==> src/rtl/router_input_arbiter_pkg.sv <==
// Shared types and sizes for the router ingress arbiter (router_input_arbiter and rr_pick).
package router_pkg;
  localparam int NUM_SRC   = 4;
  localparam int ADDR_W    = 2;
  localparam int SRC_IDX_W = 2;
  localparam int STAT_W    = 16;

  typedef enum logic {IDLE, GRANT} arb_state_t;
endpackage

==> src/rtl/router_input_arbiter_rr_pick.sv <==
// Combinational 4-way round-robin priority encoder: first requester at or after ptr wins.
module rr_pick
  import router_pkg::*;
(
  input  logic [NUM_SRC-1:0]   req,
  input  logic [SRC_IDX_W-1:0] ptr,
  output logic [NUM_SRC-1:0]   gnt,
  output logic [SRC_IDX_W-1:0] idx,
  output logic                 any
);
  always_comb begin
    logic                 v_found;
    logic [SRC_IDX_W-1:0] v_cand;
    v_found = 1'b0;
    v_cand  = '0;
    idx     = '0;
    any     = |req;
    for (int k = 0; k < NUM_SRC; k++) begin
      v_cand = ptr + SRC_IDX_W'(k);
      if (!v_found && req[v_cand]) begin
        v_found = 1'b1;
        idx     = v_cand;
      end
    end
    gnt = any ? (NUM_SRC'(1) << idx) : '0;
  end
endmodule

==> src/rtl/router_input_arbiter.sv <==
// Round-robin, burst-holding arbiter sharing the router ingress among 4 sources.
// Optional per-source beat counters are built when ROUTER_ARB_STATS_EN is defined.
module router_input_arbiter
  import router_pkg::*;
#(
  parameter int DATA_WIDTH = 8,
  parameter int MAX_BURST  = 4
) (
  input  logic                          clk,
  input  logic                          rst_n,
  input  logic [NUM_SRC-1:0]            s_valid,
  input  logic [NUM_SRC*DATA_WIDTH-1:0] s_data,
  input  logic [NUM_SRC*ADDR_W-1:0]     s_addr,
  output logic [NUM_SRC-1:0]            s_ready,
  output logic [DATA_WIDTH-1:0]         r_din,
  output logic [ADDR_W-1:0]             r_addr,
  output logic                          r_valid,
  input  logic                          r_ready,
  output logic [NUM_SRC-1:0]            grant,
  output logic                          busy
`ifdef ROUTER_ARB_STATS_EN
  ,
  input  logic                          stat_clr,
  output logic [NUM_SRC*STAT_W-1:0]     stat_beats
`endif
);
  localparam int CNT_W = $clog2(MAX_BURST + 1);

  arb_state_t           r_state;
  logic [SRC_IDX_W-1:0] r_rr_ptr;
  logic [SRC_IDX_W-1:0] r_idx;
  logic [CNT_W-1:0]     r_beat_cnt;
  logic [NUM_SRC-1:0]   r_grant;
  logic                 r_busy;

  logic [NUM_SRC-1:0]    w_pick_gnt;
  logic [SRC_IDX_W-1:0]  w_pick_idx;
  logic                  w_any;
  logic                  w_own_valid;
  logic [DATA_WIDTH-1:0] w_own_data;
  logic [ADDR_W-1:0]     w_own_addr;
  logic                  w_accept;
  logic                  w_release;

  rr_pick u_rr_pick (
    .req (s_valid),
    .ptr (r_rr_ptr),
    .gnt (w_pick_gnt),
    .idx (w_pick_idx),
    .any (w_any)
  );

  assign w_own_valid = s_valid[r_idx];
  assign w_own_data  = s_data[r_idx*DATA_WIDTH +: DATA_WIDTH];
  assign w_own_addr  = s_addr[r_idx*ADDR_W +: ADDR_W];
  assign w_accept    = (r_state == GRANT) && w_own_valid && r_ready;
  // A stalled beat (valid && !ready) never releases: neither term below can be true.
  assign w_release   = (w_accept && (r_beat_cnt == CNT_W'(MAX_BURST - 1))) || !w_own_valid;

  always_ff @(posedge clk or negedge rst_n) begin
    if (!rst_n) begin
      r_state    <= IDLE;
      r_rr_ptr   <= '0;
      r_idx      <= '0;
      r_beat_cnt <= '0;
      r_grant    <= '0;
      r_busy     <= 1'b0;
    end else begin
      case (r_state)
        IDLE: begin
          if (w_any) begin
            r_state <= GRANT;
            r_grant <= w_pick_gnt;
            r_idx   <= w_pick_idx;
            r_busy  <= 1'b1;
          end
        end
        GRANT: begin
          if (w_release) begin
            r_state    <= IDLE;
            r_grant    <= '0;
            r_busy     <= 1'b0;
            r_rr_ptr   <= r_idx + SRC_IDX_W'(1);
            r_beat_cnt <= '0;
          end else if (w_accept) begin
            r_beat_cnt <= r_beat_cnt + CNT_W'(1);
          end
        end
        default: r_state <= IDLE;
      endcase
    end
  end

  always_comb begin
    r_valid = 1'b0;
    r_din   = '0;
    r_addr  = '0;
    s_ready = '0;
    if (r_state == GRANT) begin
      r_valid        = w_own_valid;
      r_din          = w_own_data;
      r_addr         = w_own_addr;
      s_ready[r_idx] = r_ready;
    end
  end

  assign grant = r_grant;
  assign busy  = r_busy;

  a_src_hold: assert property (@(posedge clk) disable iff (!rst_n)
    (r_state == GRANT && w_own_valid && !r_ready) |=> ($stable(w_own_data) && $stable(w_own_addr)));

`ifdef ROUTER_ARB_STATS_EN
  for (genvar gi = 0; gi < NUM_SRC; gi++) begin : g_stat
    logic [STAT_W-1:0] r_cnt;
    always_ff @(posedge clk or negedge rst_n) begin
      if (!rst_n)
        r_cnt <= '0;
      else if (stat_clr)
        r_cnt <= '0;
      else if (w_accept && (r_idx == SRC_IDX_W'(gi)) && (r_cnt != '1))
        r_cnt <= r_cnt + STAT_W'(1);
    end
    assign stat_beats[gi*STAT_W +: STAT_W] = r_cnt;
  end
`endif
endmodule

==> config.mk <==
export PLATFORM = sky130hd
export DESIGN_NAME = router_input_arbiter
export DESIGN_NICKNAME = d
export VERILOG_FILES = /design/src/rtl/router_input_arbiter_pkg.sv /design/src/rtl/router_input_arbiter_rr_pick.sv /design/src/rtl/router_input_arbiter.sv
export SDC_FILE = /design/constraint.sdc
export NUM_CORES = 1
export LEC_CHECK = 0
export ABC_AREA = 0
export BUFFER_PORTS_ARGS = -buffer_cell sky130_fd_sc_hd__buf_2
export CORE_UTILIZATION = 42
export CTS_CLUSTER_DIAMETER = 80
export DETAILED_ROUTE_END_ITERATION = 6
export GPL_TIMING_DRIVEN = 1
export PLACE_DENSITY_LB_ADDON = 0.08
export REMOVE_ABC_BUFFERS = 1
export SLEW_MARGIN = 30
export SYNTH_ARGS = -nofsm -noshare
export SYNTH_HDL_FRONTEND = slang
export SYNTH_HIERARCHICAL = 1
export SYNTH_SLANG_ARGS = --single-unit
export TNS_END_PERCENT = 1
==> constraint.sdc <==
create_clock -name clk -period 1.5 [get_ports clk]
set_input_delay 0.15 -clock clk [delete_from_list [all_inputs] [get_ports clk]]
set_output_delay 0.15 -clock clk [all_outputs]
set_load 0.01 [all_outputs]
==> reports/summary.txt, run 1 <==
Count leader, synth - dfrtp_1
Path category of the worst min-delay check - primary input to register
Drt pass-1 iters - 4
Largest net degree at the start of global routing - 14
Netlist Area Pre-Place - 1350 um2
Avg WL per Cell - 14.6 um
Max IR drop VDD - 0.962 mV
Layout Skew - 0.00148 ns
HPWL after DPL - 2630 um
All-Layer GR Usage - 21.8%
Total gr overflow - 0
Drc violations - 0
Crit path launch type - register
Final core occ - 61.5%
Top delay family on crit path - multiplexers
Synth top area share - 24.1%
Core area - 3050 um2
Design Area, Final - 1880 um2
Cell Area, Placed - 1720 um2
Top FF cell, synth - dfrtp_1
Iter 0 DRT Violations - 59
Slew HR - 72.6%
Synthesis-to-finish area growth - 38.9%
Die area - 3450 um2
Mapped Cells - 134
Root Driver - clkbuf_4
Vias in the first global route - 1312
Fmax achieved - 554 MHz
Fin cells - 251
Max Cap Violations - 0
Layout cell share with drive strength beyond 1 - 54.6%
Final Cycle Share - 120%
Inst Count DP - 242
R2r setup slk - -0.11 ns
Worst endpoint required time - 1.35 ns
GP Congestion - 0.783
Initial Utilization - 44.3%
Die height - 58.8 um
Syn_area_per_cell - 10.1 um2
Failing checks - negative setup slack
Post-synth top cells - dfrtp_1 (13), and2_1 (12), nand2_1 (11), mux2i_1 (7)
Critical-path top delay cell - mux4_2
H-tree depth - 1
Final Setup Violations - 18
Final ANT Viol Nets - 0
Post-synth cell types - 38
Share of flip-flops with an asynchronous set or reset - 100%
Diode count - 0
Crit end category - output port
Num rows - 20
DIE WIDTH - 58.8 um
RSZ-0062 raised after global routing - true
EDFF count, synth - 0
Yosys reg bits - 13
Outcome - complete, but fails checks
IO Pins - 67
Ys Warns - 6
Total vias in the final route - 1372
Slowest cell delay on critical path - 0.50 ns
Worst setup margin - -0.306 ns
WL final - 3660 um
First-pass GRT wire length - 5730 um
CP Cell Sequence - buf_6, mux4_2, and2_4, buf_6
CP dominant cell by count - buf_6
Crit path time final - 1.81 ns
Pwr dens - 1730 nW/um2
Fin. max-slew vios - 0
WS Path Type - register to output port
Number of port buffers - 66
Sequential share of the synthesized area - 24.1%
CTS Sinks - 13
Cell taking the most area after synthesis - dfrtp_1
Critical path arrival - 1.66 ns
Antenna violations before repair - 0
Clock Path Buffers - 2
Worst path bufs/invs - 2
Clk_lat worst skew - 0.28 ns
CTS tree - built
Clock slew at reported path FFs - 0.08 ns
LEAKAGE - 0.925 nW
Final #Nets - 261
Area contributors post-synth - dfrtp_1 (24%), mux4_2 (10%), mux4_1 (9.7%)
Via density - 5.47
TritonCTS Buffers - 3
Final-report hold violation count - 0
Worst slew pin tran - 0.410 ns
CP Max Fanout - 5
-- what timing repair did --
action | CTS | global route
gates resized for setup | 15 | 16
hold buffers | 1 | 0
gates cloned | 1 | 0
setup buffers | 3 | 0
endpoints found under the hold margin | 13 | 0
pin swaps | 8 | 3
setup endpoints to repair | 17 | 25
-- final timing paths --
path | from | end | cells past startpoint
hold reg to reg | r_beat_cnt[0] | r_beat_cnt[0] | 1
max in group asynchronous | rst_n | r_idx[1] | 2
setup reg to reg | r_idx[0] | r_beat_cnt[2] | 5
hold / removal | r_ready | r_beat_cnt[0] | 3
setup / recovery | r_idx[0] | r_din[5] | 4
min in group asynchronous | rst_n | r_beat_cnt[0] | 2
-- metal layers --
layer  up-vias  track usage (%)  part of all wire [%]
met5         -                0                     0
met4         0             3.74                  0.66
li1        641                -                     -
met3         4             4.84                   4.6
met1       679             26.8                    41
met2        48             39.4                    53
-- cells in the final DEF, fill, tap and decap left out, drive strengths merged --
cell         instances
o2bb2ai              2
nand2               11
mux2                 1
a31o                 1
a221oi               2
o22ai                6
a21o                 1
ha                   6
o211a                1
nor2b                1
and2                12
buf                 80
a21oi                4
o221a                1
o211ai               1
mux2i                7
o2bb2a               1
mux4                11
a2bb2oi              1
o21a                 1
dfrtp               13
and3                 5
dlygate4sd3          1
nand3b               2
nand3                3
inv                  8
nor2                 5
nand2b               3
a21boi               1
a2bb2o               1
clkbuf               4
nand4b               2
o21bai               1
o21ai                7
-- state kept, by name, indices dropped and copies added, names as in the netlist --
register and cells:
busy 1, grant 4, r_beat_cnt 3, r_idx 2, r_rr_ptr 2, r_state 1
-- cells by family (layout without fill, tap and decap cells) --
kind of cell | after synthesis | count (layout) | share of synthesized area, %
AO/OA/AOI/OAI | 32 | 32 | 17.8
AND/OR/NAND/NOR | 44 | 44 | 17.7
buffers and inverters | 20 | 93 | 9.25
multiplexers | 19 | 19 | 25.7
flip-flops | 13 | 13 | 24.1
adder cells (fa/ha/maj) | 6 | 6 | 5.55
-- report_power, final --
part | internal (mW) | switching [mW]
logic | 1.29 | 1.01
clock network | 0.103 | 0.125
registers | 0.501 | 0.231
-- metrics by stage --
stage / worst slack [ns] / setup TNS (ns) / hold slack (ns) / power [mW]
final: -0.306 / -3.79 / 0.271 / 3.26
after global routing: -0.373 / -5.51 / 0.315 / 3.50
after CTS: -0.303 / -3.81 / 0.261 / 3.03
after detailed placement: -0.0328 / -0.0874 / 0.0653 / 2.61
after global placement: -0.0140 / -0.0354 / 0.0551 / 2.55
after floorplan: -0.259 / -3.73 / -0.146 / 1.90
-- worst min-delay path: stages --
cell	delay, ns
buf_2	0.16
nand4b_1	0.14
mux2i_1	0.07
-- area by class of cell --
| class | instances | area (um2) |
|---|---|---|
| clock buffers | 4 | 26.3 |
| inverters | 8 | 32.5 |
| flip-flops and latches | 13 | 327 |
| fillers | 273 | 1170 |
| well taps | 44 | 55.1 |
| multi-input cells | 101 | 941 |
| repair buffers | 81 | 497 |
(Power assumes the default switching activity.)
==> inputs of run 2 (changes only) <==
- REMOVE_ABC_BUFFERS: 1 -> not set
==> reports/summary.txt, run 2 (same netlist as run 1, synthesis figures left out) <==
Crit end category - output port (unchanged)
Reg-to-Reg End - r_beat_cnt[2] (unchanged)
FILL cells - 300 (was 273)
CTS Sinks - 13 (unchanged)
Slew HR - 75.3% (was 72.6%)
Post-Synthesis Net Count - 187
WS Path Type - register to output port (unchanged)
Pwr dens - 1680 nW/um2 (was 1730 nW/um2)
RSZ-0062 raised after global routing - true (unchanged)
Sw Pwr - 1.29 mW (was 1.36 mW)
CP Max Fanout - 9 (was 5)
Number of port buffers - 66 (unchanged)
Clk_lat worst skew - 0.27 ns (was 0.28 ns)
Switch share - 41.2% (was 41.9%)
Outcome - complete, but fails checks (unchanged)
GP Congestion - 0.749 (was 0.783)
Antenna violations before repair - 0 (unchanged)
Worst setup margin - -0.303 ns (was -0.306 ns)
Path category of the worst min-delay check - primary input to asynchronous set/reset pin (was primary input to register)
Critical path arrival - 1.65 ns (was 1.66 ns)
Internal - 1.84 mW (was 1.89 mW)
Fmax achieved - 555 MHz (was 554 MHz)
Hold slack - 0.289 ns (was 0.271 ns)
HPWL after DPL - 2680 um (was 2630 um)
Max Cap Violations - 0 (unchanged)
Clock Path Buffers - 2 (unchanged)
Iter 0 DRT Violations - 52 (was 59)
Fin cells - 252 (was 251)
Commonest non-fill, non-tap cell in the layout - buf_2 (unchanged)
Crit path launch type - register (unchanged)
Fin. max-slew vios - 0 (unchanged)
Core area - 3050 um2 (unchanged)
Reg-to-reg startpoint - r_idx[0] (unchanged)
Max IR drop VDD - 0.847 mV (was 0.962 mV)
Final ANT Viol Nets - 0 (unchanged)
R2r setup slk - -0.02 ns (was -0.11 ns)
Worst path bufs/invs - 2 (unchanged)
Worst slew pin tran - 0.371 ns (was 0.410 ns)
Initial Utilization - 44.3% (unchanged)
Num rows - 20 (unchanged)
Reg power frac - 23.5% (was 22.5%)
Critical-path top delay cell - mux4_2 (unchanged)
Setup TNS - -3.32 ns (was -3.79 ns)
Final Setup Violations - 16 (was 18)
Layout cell share with drive strength beyond 1 - 54.8% (was 54.6%)
Setup crit start - r_idx[0] (unchanged)
All-Layer GR Usage - 20.7% (was 21.8%)
Clock slew at reported path FFs - 0.08 ns (about the same)
Final-report hold violation count - 0 (unchanged)
Diode count - 0 (unchanged)
Final Cycle Share - 120% (about the same)
Final Power - 3.13 mW (was 3.26 mW)
Total vias in the final route - 1335 (was 1372)
Total gr overflow - 0 (unchanged)
CP Cell Sequence - buf_12, mux4_2, and2_1, buf_2 (was buf_6, mux4_2, and2_4, buf_6)
Avg WL per Cell - 13.6 um (was 14.6 um)
IO Pins - 67 (unchanged)
Final #Nets - 262 (was 261)
Comb power frac - 69.8% (was 70.5%)
Via density - 5.30 (was 5.47)
Number of flip-flops in the largest register - 4 (unchanged)
Failing checks - negative setup slack (unchanged)
DIE WIDTH - 58.8 um (unchanged)
Inst Count DP - 246 (was 242)
Synthesis-to-finish area growth - 37.7% (was 38.9%)
Die height - 58.8 um (unchanged)
Worst R2R Path Depth - 4 (was 5)
Crit path time final - 1.80 ns (was 1.81 ns)
Root Driver - clkbuf_4 (unchanged)
TritonCTS Buffers - 3 (unchanged)
LEAKAGE - 0.918 nW (was 0.925 nW)
Top delay family on crit path - multiplexers (unchanged)
Slowest cell delay on critical path - 0.50 ns (about the same)
CTS tree - built (unchanged)
Clock power share - 6.7% (was 7.0%)
WL final - 3440 um (was 3660 um)
Drt pass-1 iters - 4 (unchanged)
Worst endpoint required time - 1.35 ns (about the same)
Vias in the first global route - 1296 (was 1312)
Most frequent cells in the layout - buf_2 (64), mux4_2 (11), and2_1 (11), dfrtp_1 (11) (was buf_2 (62), dfrtp_1 (12), mux4_2 (11))
Setup WS pre-CTS - -0.0935 ns (was -0.0328 ns)
Layout Skew - 0.00776 ns (was 0.00148 ns)
Die area - 3450 um2 (unchanged)
First-pass GRT wire length - 5560 um (was 5730 um)
Drc violations - 0 (unchanged)
Largest net degree at the start of global routing - 15 (was 14)
H-tree depth - 1 (unchanged)
[run 2: cell types whose count changed in the layout (fill, tap and decap cells not counted), moves of 2 or more]
cell    before  now
buf_6        9    6
and2_1       9   11
and2_4       3    1
buf_2       62   64
buf_4        8   10
ha_1         3    1
ha_2         1    3
[run 2: how the worst max path moves through the flow]
stage                     end  slack (ns)  cells past startpoint
finish               r_din[4]       -0.30                      4
global route         r_din[4]       -0.36                      4
CTS                  r_din[7]       -0.32                      4
detailed placement  r_addr[1]       -0.09                      4
global placement     r_din[5]       -0.06                      4
floorplan            r_din[5]       0.006                      4
[run 2: per-layer routing]
layer	global-route usage [%]	wire (um)	vias up
li1	-	-	646
met1	26.1	1470	636
met2	37.7	1720	51
met3	2.42	234	2
met4	5.10	14	0
met5	0	0	-
[run 2: metrics by stage]
stage / instance area, um2 / utilization (%)
floorplan: 1360 / -
CTS: 1790 / 58.5
global route: 1860 / 61.0
global placement: 1760 / 57.7
finish: 1860 / 61.0
detailed placement: 1760 / 57.7
[run 2: area by class of cell]
class | count | area [um2] | area share, %
Clock buffer | 4 | 26.3 | 1.41
Timing Repair Buffer | 82 | 493 | 26.5
Multi-Input combinational cell | 101 | 931 | 50.0
Sequential cell | 13 | 328 | 17.6
Inverter | 8 | 30.0 | 1.61
Tap cell | 44 | 55.1 | 2.95
[run 2: timing repair]
item | 4_1_cts | 5_1_grt
resized for setup | 6 | 18
setup endpoints to repair | 22 | 24
endpoints found under the hold margin | 13 | 0
hold buffers | 1 | 0
buffers inserted | 0 | 1
pin swaps | 7 | 5
[run 2: power by group through the flow]
stage               registers [mW]  clock network (mW)  logic (mW)
floorplan                    0.636                   0        1.47
global placement             0.713                   0        1.94
detailed placement           0.723                   0        2.00
CTS                          0.722               0.218        2.04
global route                 0.759               0.230        2.41
finish                       0.733               0.209        2.18
